### config.mk
export PLATFORM = sky130hd
export DESIGN_NAME = maze_episode_sequencer
export DESIGN_NICKNAME = d
export VERILOG_FILES = /design/src/rtl/maze_episode_sequencer.sv
export SDC_FILE = /design/constraint.sdc
export NUM_CORES = 1
export LEC_CHECK = 0
export CORE_ASPECT_RATIO = 0.75
export CORE_MARGIN = 1.5
export CORE_UTILIZATION = 35
export CTS_CLUSTER_DIAMETER = 200
export DETAILED_ROUTE_END_ITERATION = 7
export DONT_BUFFER_PORTS = 1
export GPL_ROUTABILITY_DRIVEN = 0
export SLEW_MARGIN = 20
export SYNTH_ARGS = -nofsm -noshare
export SYNTH_HDL_FRONTEND = slang
export SYNTH_SLANG_ARGS = --single-unit
### constraint.sdc
create_clock -name clk -period 7.1 [get_ports clk]
set_clock_uncertainty 0.1 [all_clocks]
set_input_delay 1.42 -clock clk [delete_from_list [all_inputs] [get_ports clk]]
set_output_delay 1.42 -clock clk [all_outputs]
set_load 0.02 [all_outputs]
### src/rtl/maze_episode_sequencer.sv
// Q-learning episode sequencer for a 6x6 maze: requests an action, computes the
// wall-clamped next cell, captures the reward and hands the transition to the
// Q-update unit over valid/ready, while counting steps and episodes.
module maze_episode_sequencer #(
    parameter int unsigned START_STATE  = 0,
    parameter int unsigned MAX_STEPS    = 255,
    parameter int unsigned NUM_EPISODES = 1000
) (
    input  logic               clk,
    input  logic               rst_n,
    input  logic               start,
    output logic               act_req,
    input  logic               act_valid,
    input  logic [1:0]         act,
    output logic [5:0]         cur_state,
    output logic [5:0]         next_state,
    input  logic signed [15:0] reward,
    output logic               upd_valid,
    input  logic               upd_ready,
    output logic [5:0]         upd_state,
    output logic [1:0]         upd_action,
    output logic [5:0]         upd_next,
    output logic signed [15:0] upd_reward,
    output logic               upd_terminal,
    output logic [7:0]         step_cnt,
    output logic [15:0]        episode_cnt,
    output logic               busy,
    output logic               done
);

    typedef enum logic [2:0] {S_IDLE, S_ACT, S_MOVE, S_UPD, S_DONE} state_t;

    localparam logic [5:0]  START_CELL = 6'(START_STATE);
    localparam logic [8:0]  STEP_LIMIT = 9'(MAX_STEPS);
    localparam logic [16:0] EP_LIMIT   = 17'(NUM_EPISODES);

    state_t             state_q, state_d;
    logic [5:0]         cur_state_q, cur_state_d;
    logic [5:0]         next_state_q, next_state_d;
    logic [5:0]         upd_state_q, upd_state_d;
    logic [1:0]         upd_action_q, upd_action_d;
    logic [5:0]         upd_next_q, upd_next_d;
    logic signed [15:0] upd_reward_q, upd_reward_d;
    logic               upd_terminal_q, upd_terminal_d;
    logic [7:0]         step_cnt_q, step_cnt_d;
    logic [15:0]        episode_cnt_q, episode_cnt_d;

    logic [8:0]  step_inc;
    logic [16:0] ep_inc;
    logic        ep_end;
    logic        last_ep;

    // Wall-clamped move on the 6x6 grid
    function automatic logic [5:0] move_cell(input logic [5:0] s, input logic [1:0] a);
        logic [5:0] row;
        logic [5:0] col;
        logic [5:0] r;
        row = s / 6'd6;
        col = s % 6'd6;
        r   = s;
        case (a)
            2'd0:    if (row != 6'd0) r = s - 6'd6;
            2'd1:    if (row < 6'd5)  r = s + 6'd6;
            2'd2:    if (col != 6'd0) r = s - 6'd1;
            default: if (col < 6'd5)  r = s + 6'd1;
        endcase
        return r;
    endfunction

    assign step_inc = {1'b0, step_cnt_q} + 9'd1;
    assign ep_inc   = {1'b0, episode_cnt_q} + 17'd1;
    assign ep_end   = upd_terminal_q || (step_inc == STEP_LIMIT);
    assign last_ep  = (ep_inc == EP_LIMIT);

    // State and datapath registers
    always_ff @(posedge clk or negedge rst_n) begin
        if (!rst_n) begin
            state_q        <= S_IDLE;
            cur_state_q    <= START_CELL;
            next_state_q   <= '0;
            upd_state_q    <= '0;
            upd_action_q   <= '0;
            upd_next_q     <= '0;
            upd_reward_q   <= '0;
            upd_terminal_q <= 1'b0;
            step_cnt_q     <= '0;
            episode_cnt_q  <= '0;
        end else begin
            state_q        <= state_d;
            cur_state_q    <= cur_state_d;
            next_state_q   <= next_state_d;
            upd_state_q    <= upd_state_d;
            upd_action_q   <= upd_action_d;
            upd_next_q     <= upd_next_d;
            upd_reward_q   <= upd_reward_d;
            upd_terminal_q <= upd_terminal_d;
            step_cnt_q     <= step_cnt_d;
            episode_cnt_q  <= episode_cnt_d;
        end
    end

    // Next-state logic
    always_comb begin
        state_d = state_q;
        case (state_q)
            S_IDLE, S_DONE: if (start) state_d = S_ACT;
            S_ACT:          if (act_valid) state_d = S_MOVE;
            S_MOVE:         state_d = S_UPD;
            S_UPD:          if (upd_ready) state_d = (ep_end && last_ep) ? S_DONE : S_ACT;
            default:        state_d = S_IDLE;
        endcase
    end

    // Datapath updates: action capture, transition latch, counters on handshake
    always_comb begin
        cur_state_d    = cur_state_q;
        next_state_d   = next_state_q;
        upd_state_d    = upd_state_q;
        upd_action_d   = upd_action_q;
        upd_next_d     = upd_next_q;
        upd_reward_d   = upd_reward_q;
        upd_terminal_d = upd_terminal_q;
        step_cnt_d     = step_cnt_q;
        episode_cnt_d  = episode_cnt_q;
        case (state_q)
            S_IDLE, S_DONE: begin
                if (start) begin
                    cur_state_d   = START_CELL;
                    step_cnt_d    = '0;
                    episode_cnt_d = '0;
                end
            end
            S_ACT: begin
                if (act_valid) begin
                    upd_action_d = act;
                    next_state_d = move_cell(cur_state_q, act);
                end
            end
            S_MOVE: begin
                upd_reward_d   = reward;
                upd_state_d    = cur_state_q;
                upd_next_d     = next_state_q;
                upd_terminal_d = (reward != '0);
            end
            S_UPD: begin
                if (upd_ready) begin
                    step_cnt_d = step_inc[7:0];
                    if (ep_end) begin
                        episode_cnt_d = ep_inc[15:0];
                        if (!last_ep) begin
                            cur_state_d = START_CELL;
                            step_cnt_d  = '0;
                        end
                    end else begin
                        cur_state_d = upd_next_q;
                    end
                end
            end
            default: ;
        endcase
    end

    // Status outputs decoded from the current state
    always_comb begin
        act_req   = (state_q == S_ACT);
        upd_valid = (state_q == S_UPD);
        busy      = (state_q == S_ACT) || (state_q == S_MOVE) || (state_q == S_UPD);
        done      = (state_q == S_DONE);
    end

    assign cur_state    = cur_state_q;
    assign next_state   = next_state_q;
    assign upd_state    = upd_state_q;
    assign upd_action   = upd_action_q;
    assign upd_next     = upd_next_q;
    assign upd_reward   = upd_reward_q;
    assign upd_terminal = upd_terminal_q;
    assign step_cnt     = step_cnt_q;
    assign episode_cnt  = episode_cnt_q;

endmodule

* After elaboration in Yosys (flattened, before gate mapping) *
Index checks and enable logic that the tools add are counted.

cells by class
  magnitude comparators = 2
  eq/ne operators = 13
  reduce and logical (&&, ||, !) cells = 16
  mux-type cells = 24
  add/sub/neg operators = 6
  divide/modulo/power cells = 2

operators by type and width
  operator                                                     count
  two-way mux 16 bit                                           3
  two-way mux 6 bit                                            8
  two-way mux 8 bit                                            4
  case mux 16 bit (2 select lines)                             1
  case mux 6 bit (3 select lines)                              1
  adder 16 x 1 -> 17 bit (second input constant)               1
  == test 17 x 10 -> 1 bit (second input constant)             1
  case mux 8 bit (2 select lines)                              1
  nonzero test 16 bit                                          1
  less-than comparator 6 x 3 -> 1 bit (second input constant)  2
  two-way mux 3 bit                                            4
  case mux 3 bit (4 select lines)                              1
  case mux 6 bit (2 select lines)                              1
  nonzero test 6 bit                                           2
  adder 8 x 1 -> 9 bit (second input constant)                 1
  == test 9 x 8 -> 1 bit (second input constant)               1
  AND reduction 4 bit                                          2
  adder 6 x 1 -> 6 bit (second input constant)                 1
  adder 6 x 3 -> 6 bit (second input constant)                 1
  divider 6 x 3 -> 6 bit (second input constant)               1
  == test 3 x 2 -> 1 bit (second input constant)               2
  modulo 6 x 3 -> 6 bit (second input constant)                1
  != test 2 x 1 -> 1 bit (second input constant)               3
  AND reduction 3 bit                                          2
  other kinds (15)                                             17

word-level totals
  word-level logic and storage cells = 73
  register bits after elaboration = 70
  input bits = 23

* Longest topological paths before layout *
Gate-level depths: netlist (run 1).

  depth after elaboration = 7
  gate-level depth with buffers = 19

* Least setup slack after synthesis (run 1) *
OpenSTA, ideal clock, no wires.

  path type = reg-to-reg
  start = register cur_state_q[2] (netlist: cur_state[2])
  end = register next_state_q[5] (netlist: next_state[5])
  path slack = 2.421 ns
  setup time = 0.126 ns
  path buffers = 2
  clock period less this slack = 4.679 ns
  cell stages (with the launch flop) = 20
  required time = 6.874 ns
  arrival time = 4.453 ns
  cells stage by stage = dfrtp_1 -> clkbuf_1 -> clkinv_1 -> ha_1 -> nand2b_2 -> buf_6 -> nor3_2 -> or3_1 -> o211ai_2 -> inv_4 -> ha_1 -> and4bb_2 -> a22o_1 -> or3_1 -> nor4_1 -> a211o_2 -> a21oi_1 -> a211oi_1 -> mux2i_1 -> o32a_1

on the way
  longest elaborated chain between the ends = 4

ends and longest elaborated chain
  element                                                          RTL line  text
  from (decl)                                                      38        logic [5:0] cur_state_q, cur_state_d;
  from (signal assigned)                                           90        cur_state_q <= cur_state_d;
  modulo 6 x 3 -> 6 bit or divider 6 x 3 -> 6 bit (tied branches)  59, 58
  less-than comparator 6 x 3 -> 1 bit (tied with other cells)      65        default: if (col < 6'd5) r = s + 6'd1;
  two-way mux 6 bit, on equally long branches                      --
  case mux 6 bit (3 select lines) (*)                              61        case (a)
  to (signal assigned)                                             91        next_state_q <= next_state_d;
  to (decl)                                                        39        logic [5:0] next_state_q, next_state_d;

Mark *: on every way between the ends. The rest lies on a longest branch, timed or not.
A chain may end at the register's enable or synchronous reset.

* Final worst setup path (run 1) *
Ends and elaborated chain as after synthesis.

==> results.yml, run 1 <==
status:
  status: "completed"
clocking:
  ctsResizeCount: 0
  clk_latency_ns: 0.33
  tritoncts: "built"
  cts.clk_slew.worst_paths_ns: 0.06
  post_cts_buffers: 0
  cts.sinks: 70
  cts_buffers: 9
  htreeDepth: 3
  root_buffer: "clkbuf_16"
  cts_buffer_depth: 2
  postCtsHoldBufs: 0
timing:
  fin_crit_ns: 5.66
  final_max_slew_viol_count: 0
  max_slew_margin_pct: 34.0
  setup_violations: 0
  fin_crit_sh_pct: 79.7
  hold_viol_final: 0
  grt_setup_unrepaired: "false"
  setup_tns_ns: 0
  clock.fmax_mhz: 177
  fin_ws_ns: 1.44
  tightest_slew_ns: 0.987
critical_path:
  crit_chain: "clkinv_1 -> ha_1 -> nand2b_2 -> a21boi_0 -> or3_1 -> o211ai_2 -> inv_4 -> ha_1 -> and4bb_2 -> a22o_1 -> or3_1 -> nor4_1 -> a211o_2 -> a21oi_1 -> a211oi_1 -> mux2i_1 -> o32a_1"
  crit_path_max_fanout: 21
  cp-end-kind: "register"
  worst_path_max_delay_cell: "dfrtp_1"
  critPathLaunchType: "register"
  worstPathRequired_ns: 7.21
  critPathMaxStageDelay_ns: 0.87
  worstPathArrival_ns: 5.77
  critical_path_class: "reg2reg"
layout:
  fin_nets: 549
  n_antenna_cell: 0
  drive_above_1_share_pct: 16.0
  stdcell_area_um2: 5150
  area_growth_pct: 8.84
detailed_routing:
  viasPerCell: 5.87
  finalWirelength_um: 12700
  wire_per_inst_um: 18.4
  drt-initial-drc-count: 279
  postRouteAntennaNets: 0
  dr.pass1.iters: 5
  drc: 0
  vias: 4047
synth:
  synth_edf_count: 0
  synth_fa_ha_area_share_pct: 3.44
  synth_xor_area_share_pct: 2.22
  synth_mux_area_share_pct: 8.49
  synth_area_um2: 4730
  ys_warn_count: 0
  synth_common_cells: "70 x dfrtp_1, 68 x nand2_1, 46 x o21ai_0, 40 x nor2_1, 29 x mux2_2"
  ys_types: 88
  yosysTopAreaCell: "dfrtp_1"
  yosys-top-cells-area: "dfrtp_1 37%, mux2_2 6.9%, nand2_1 5.4%"
  async_reset_ff_share_pct: 100
  synth-seq-cells: 70
  synth_nets: 560
  synth_cells: 524
  synth_top_family_by_area: "simple AND/OR/NAND/NOR gates"
  yosysMostFrequentCell: "dfrtp_1"
  synth_compound_area_share_pct: 21.5
  ys_seq_area_share_pct: 37.0
  synth_simple_gate_area_share_pct: 22.7
  avgSynthCellArea_um2: 9.02
  synth_top_cell_area_share_pct: 37.0
  synthFlopType: "dfrtp_1"
flow_run:
  cap_violations: 0
pwr:
  power_density_nw_per_um2: 290
  power_leakage_nw: 2.14
  power.share.combinational_pct: 19.7
  p_int_uw: 946
  seqPwrFrac_pct: 48.0
  clkPwrFrac_pct: 32.2
  p_switching_uw: 547
  vdd_drop_max_v: 0.000190
  swShare_pct: 36.6
  finalPower_mw: 1.49
die:
  io_pins: 94
  core_area_um2: 13100
  rows: 36
  dieArea_um2: 14200
  die_h_um: 104
  initial_core_util_pct: 36.1
  die_w_um: 137
global_routing:
  grt_max_degree: 71
  grt_pass1_vias: 3806
  grt_overflow: 0
  antenna_found_initial: 0
  grt_pass1_wl_um: 20200
  grt_util_all_layers_pct: 18.0
worst_hold_path:
  min_path_type: "reg2reg"
placement:
  dpl_cell_area_um2: 4820
  pre_cts_slack_ns: 1.55
  hpwlAfterDp_um: 9040
  portBuffers: 0
## layer usage
| layer | up-vias | part of all wire, % | global-route usage [%] |
|---|---|---|---|
| met5 | - | 0 | 0 |
| met4 | 0 | 1.2 | 4.59 |
| met3 | 14 | 7.9 | 5.19 |
| met2 | 154 | 43 | 25.8 |
| met1 | 1962 | 48 | 26.5 |
| li1 | 1917 | - | - |
## state kept, by name, indices dropped and copies added (netlist names)
register,flops
cur_state,6
episode_cnt,16
next_state,6
state_q,3
step_cnt,8
upd_action,2
upd_next,6
upd_reward,16
upd_state,6
upd_terminal,1
## cells in the final DEF, fill, tap and decap left out, types with 3 or more instances in the layout
cell,n
dfrtp_1,70
nand2_1,68
o21ai_0,46
nor2_1,40
mux2_2,29
a21oi_1,18
inv_1,13
nor3_1,13
ha_1,13
o31ai_1,11
nand4_1,10
nand3_1,10
nor4_1,9
clkbuf_16,9
o211ai_1,8
xnor2_1,7
and2_1,7
or2_2,6
mux2i_1,6
or3_1,5
nor3b_1,5
xor2_1,5
and3_1,5
buf_4,5
nand2b_1,4
a211oi_1,4
and4_1,3
a22o_1,3
o21a_1,3
a22oi_1,3
## worst max-delay path: cells and delay by family, from the launching register on
family | cells | cell delay, ns
AND/OR/NAND/NOR | 5 | 1.51
AO/OA/AOI/OAI | 7 | 1.74
buffers and inverters | 2 | 0.56
adder cells (fa/ha/maj) | 2 | 0.64
multiplexers | 1 | 0.13
flip-flops | 1 | 0.87
## final timing paths
path / end / from / slack [ns] / cells after the start
worst max-delay path: next_state[5]$_DFFE_PN0P_ / cur_state[2]$_DFFE_PN0P_ / 1.44 / 17
worst min-delay path: upd_state[3]$_DFFE_PN0P_ / cur_state[3]$_DFFE_PN0P_ / 0.41 / 1
worst max register to register: next_state[5]$_DFFE_PN0P_ / cur_state[2]$_DFFE_PN0P_ / 1.44 / 17
worst min register to register: upd_state[3]$_DFFE_PN0P_ / cur_state[3]$_DFFE_PN0P_ / 0.41 / 1
max in group asynchronous: step_cnt[0]$_DFFE_PN0P_ / rst_n / 6.12 / 0
min in group asynchronous: upd_next[3]$_DFFE_PN0P_ / rst_n / 0.68 / 0
## stage by stage
step	cells	util [%]	hold WS (ns)
after floorplan	524	-	0.378
after global placement	673	36.8	0.397
after detailed placement	673	36.8	0.391
after CTS	689	39.3	0.412
after global routing	689	39.3	0.437
final	689	39.3	0.415
## cell families after synthesis
group | Yosys count
mux | 36
compound gates | 142
xor+xnor | 12
buf+inv | 42
simple gates | 209
fa+ha+maj | 13
flops | 70
## power groups by stage
stage,combinational [mW],sequential (mW),clock [mW]
final,0.295,0.717,0.481
after global routing,0.329,0.734,0.516
after CTS,0.300,0.720,0.498
after detailed placement,0.300,0.726,0
after global placement,0.291,0.721,0
after floorplan,0.254,0.687,0
## cell type report
cell class	instances	area [µm²]
clock buffers	9	225
clock inverters	7	96.3
fillers	1316	7960
inverters	15	58.8
multi-input cells	412	2760
flip-flops and latches	70	1750
well taps	171	214
repair buffers	5	37.5
(Power assumes the default switching activity.)
==> run 2: changes to the inputs <==
clock period = 5.45 ns   (was 7.1 ns; I/O delays follow)
==> run 2 against run 1 <==
- first-iteration DRC count grew 32%
- register-to-register slack lost 0.85 ns
- combinational power up 32%
- global-route usage increased by 0.69 points
- critical path depth stayed put
- via count is 2.9% higher
- cell count increased by 0.29%
- worst setup slack worse by 0.85 ns
==> results.yml, run 2 (synthesis gave the netlist of run 1 again) <==
detailed_routing:
  drt-initial-drc-count: 367
  vias: 4164
  viasPerCell: 6.03
  postRouteAntennaNets: 0
  drc: 0
  dr.pass1.iters: 5
  wire_per_inst_um: 18.8
  finalWirelength_um: 13000
placement:
  pre_cts_slack_ns: 0.683
  dp.cells: 675
  portBuffers: 0
  hpwlAfterDp_um: 9290
layout:
  final_cell_mix: "70 x dfrtp_1, 68 x nand2_1, 46 x o21ai_0, 40 x nor2_1, 29 x mux2_2"
  n_antenna_cell: 0
  layout_commonest_cell: "dfrtp_1"
  n_fill_cell: 1300
  area_growth_pct: 8.20
  finish.utilization_pct: 39.0
  fin_nets: 551
  stdcell_count: 691
  drive_above_1_share_pct: 16.2
critical_path:
  crit_path_max_fanout: 11
  r2r_start: "cur_state[1]$_DFFE_PN0P_"
  critical_path_class: "reg2reg"
  cp-end-kind: "register"
  worstPathArrival_ns: 4.98
  worst_path_max_delay_cell: "or3_1"
  crit_chain: "inv_1 -> ha_1 -> nand2b_2 -> a21boi_0 -> or3_1 -> o211ai_2 -> inv_4 -> ha_1 -> and4bb_2 -> a22o_1 -> or3_1 -> nor4_1 -> a211o_2 -> a21oi_1 -> a211oi_1 -> mux2i_1 -> o32a_1"
  critPathLaunchType: "register"
  worstPathRequired_ns: 5.57
  critPathMaxStageDelay_ns: 0.39
  crit_start: "cur_state[1]$_DFFE_PN0P_"
die:
  io_pins: 94
  rows: 36
  die_w_um: 137
  dieArea_um2: 14200
  core_area_um2: 13100
  die_h_um: 104
  initial_core_util_pct: 36.1
pwr:
  seqPwrFrac_pct: 50.3
  swShare_pct: 38.5
  power_leakage_nw: 2.12
  p_int_mw: 1.15
  clkPwrFrac_pct: 29.0
  power.share.combinational_pct: 20.7
  vdd_drop_max_v: 0.000224
  p_switching_uw: 721
  power_density_nw_per_um2: 366
clocking:
  postCtsHoldBufs: 0
  cts.clk_slew.worst_paths_ns: 0.06
  root_buffer: "clkbuf_16"
  post_cts_buffers: 0
  ctsResizeCount: 0
  cts_buffer_depth: 2
  cts_buffers: 9
  clk_latency_ns: 0.33
  tritoncts: "built"
  htreeDepth: 3
  cts.sinks: 70
global_routing:
  grt_pass1_vias: 3865
  grt_pass1_wl_um: 20900
  grt_util_all_layers_pct: 18.7
  antenna_found_initial: 0
  grt_max_degree: 71
  grt_overflow: 0
timing:
  tightest_slew_ns: 0.922
  clock.fmax_mhz: 206
  hold_viol_final: 0
  final_max_slew_viol_count: 0
  grt_setup_unrepaired: "false"
  setup_tns_ns: 0
  fin_crit_ns: 4.86
  setup_violations: 0
  max_slew_margin_pct: 38.4
  fin_ws_ns: 0.589
  fin_crit_sh_pct: 89.2
status:
  status: "completed"
worst_hold_path:
  min_path_type: "in2async"
flow_run:
  cap_violations: 0
==> run 2: worst paths after layout <==
kind	end	slack, ns	depth (start not counted)
hold / removal	upd_action[0]$_DFFE_PN0P_	0.35	0
setup / recovery	next_state[5]$_DFFE_PN0P_	0.59	17
setup reg to reg	next_state[5]$_DFFE_PN0P_	0.59	17
min in group clk	state_q[1]$_DFFE_PN0P_	0.46	1
hold reg to reg	state_q[1]$_DFFE_PN0P_	0.46	1
max in group asynchronous	episode_cnt[4]$_DFFE_PN0P_	4.78	0
==> run 2: area by class of cell <==
type                       instances  area [µm²]  share of cell area, %
tap                              171         214                   4.18
inverter                          15        58.8                   1.15
timing repair buffer               7        52.6                   1.03
clock buffer                      11         243                   4.74
sequential                        70        1750                   34.2
multi-input combinational        412        2760                   54.0
clock inverter                     5        33.8                  0.660
==> run 2: per-stage QoR <==
| stage | hold slack (ns) | total power, mW | area [µm²] |
|---|---|---|---|
| floorplan | 0.378 | 1.23 | 4730 |
| global placement | 0.406 | 1.32 | 4840 |
| detailed placement | 0.438 | 1.34 | 4840 |
| CTS | 0.333 | 1.89 | 5120 |
| global route | 0.326 | 1.98 | 5120 |
| finish | 0.346 | 1.87 | 5120 |
==> run 2: power by group through the flow <==
stage          sequential [mW]  clock [mW]  combinational [mW]
6_report                 0.941       0.542               0.388
5_1_grt                  0.964       0.583               0.434
4_1_cts                  0.942       0.558               0.390
3_5_place_dp             0.950           0               0.390
3_3_place_gp             0.947           0               0.376
2_1_floorplan            0.895           0               0.330
==> run 2: critical path, delay by kind of cell (launching register included) <==
| kind | cells | cell delay [ns] |
|---|---|---|
| AO/OA/AOI/OAI | 7 | 1.69 |
| AND/OR/NAND/NOR | 5 | 1.52 |
| adder cells (fa/ha/maj) | 2 | 0.55 |
| flip-flops | 1 | 0.37 |
| buffers and inverters | 2 | 0.37 |
| multiplexers | 1 | 0.12 |
==> run 2: metal layers <==
layer,global-route usage [%],part of all wire [%],vias up
met5,0,0,-
met4,6.02,2.3,0
met3,6.22,9.9,24
met2,25.7,41,201
met1,27.3,47,2022
li1,-,-,1917
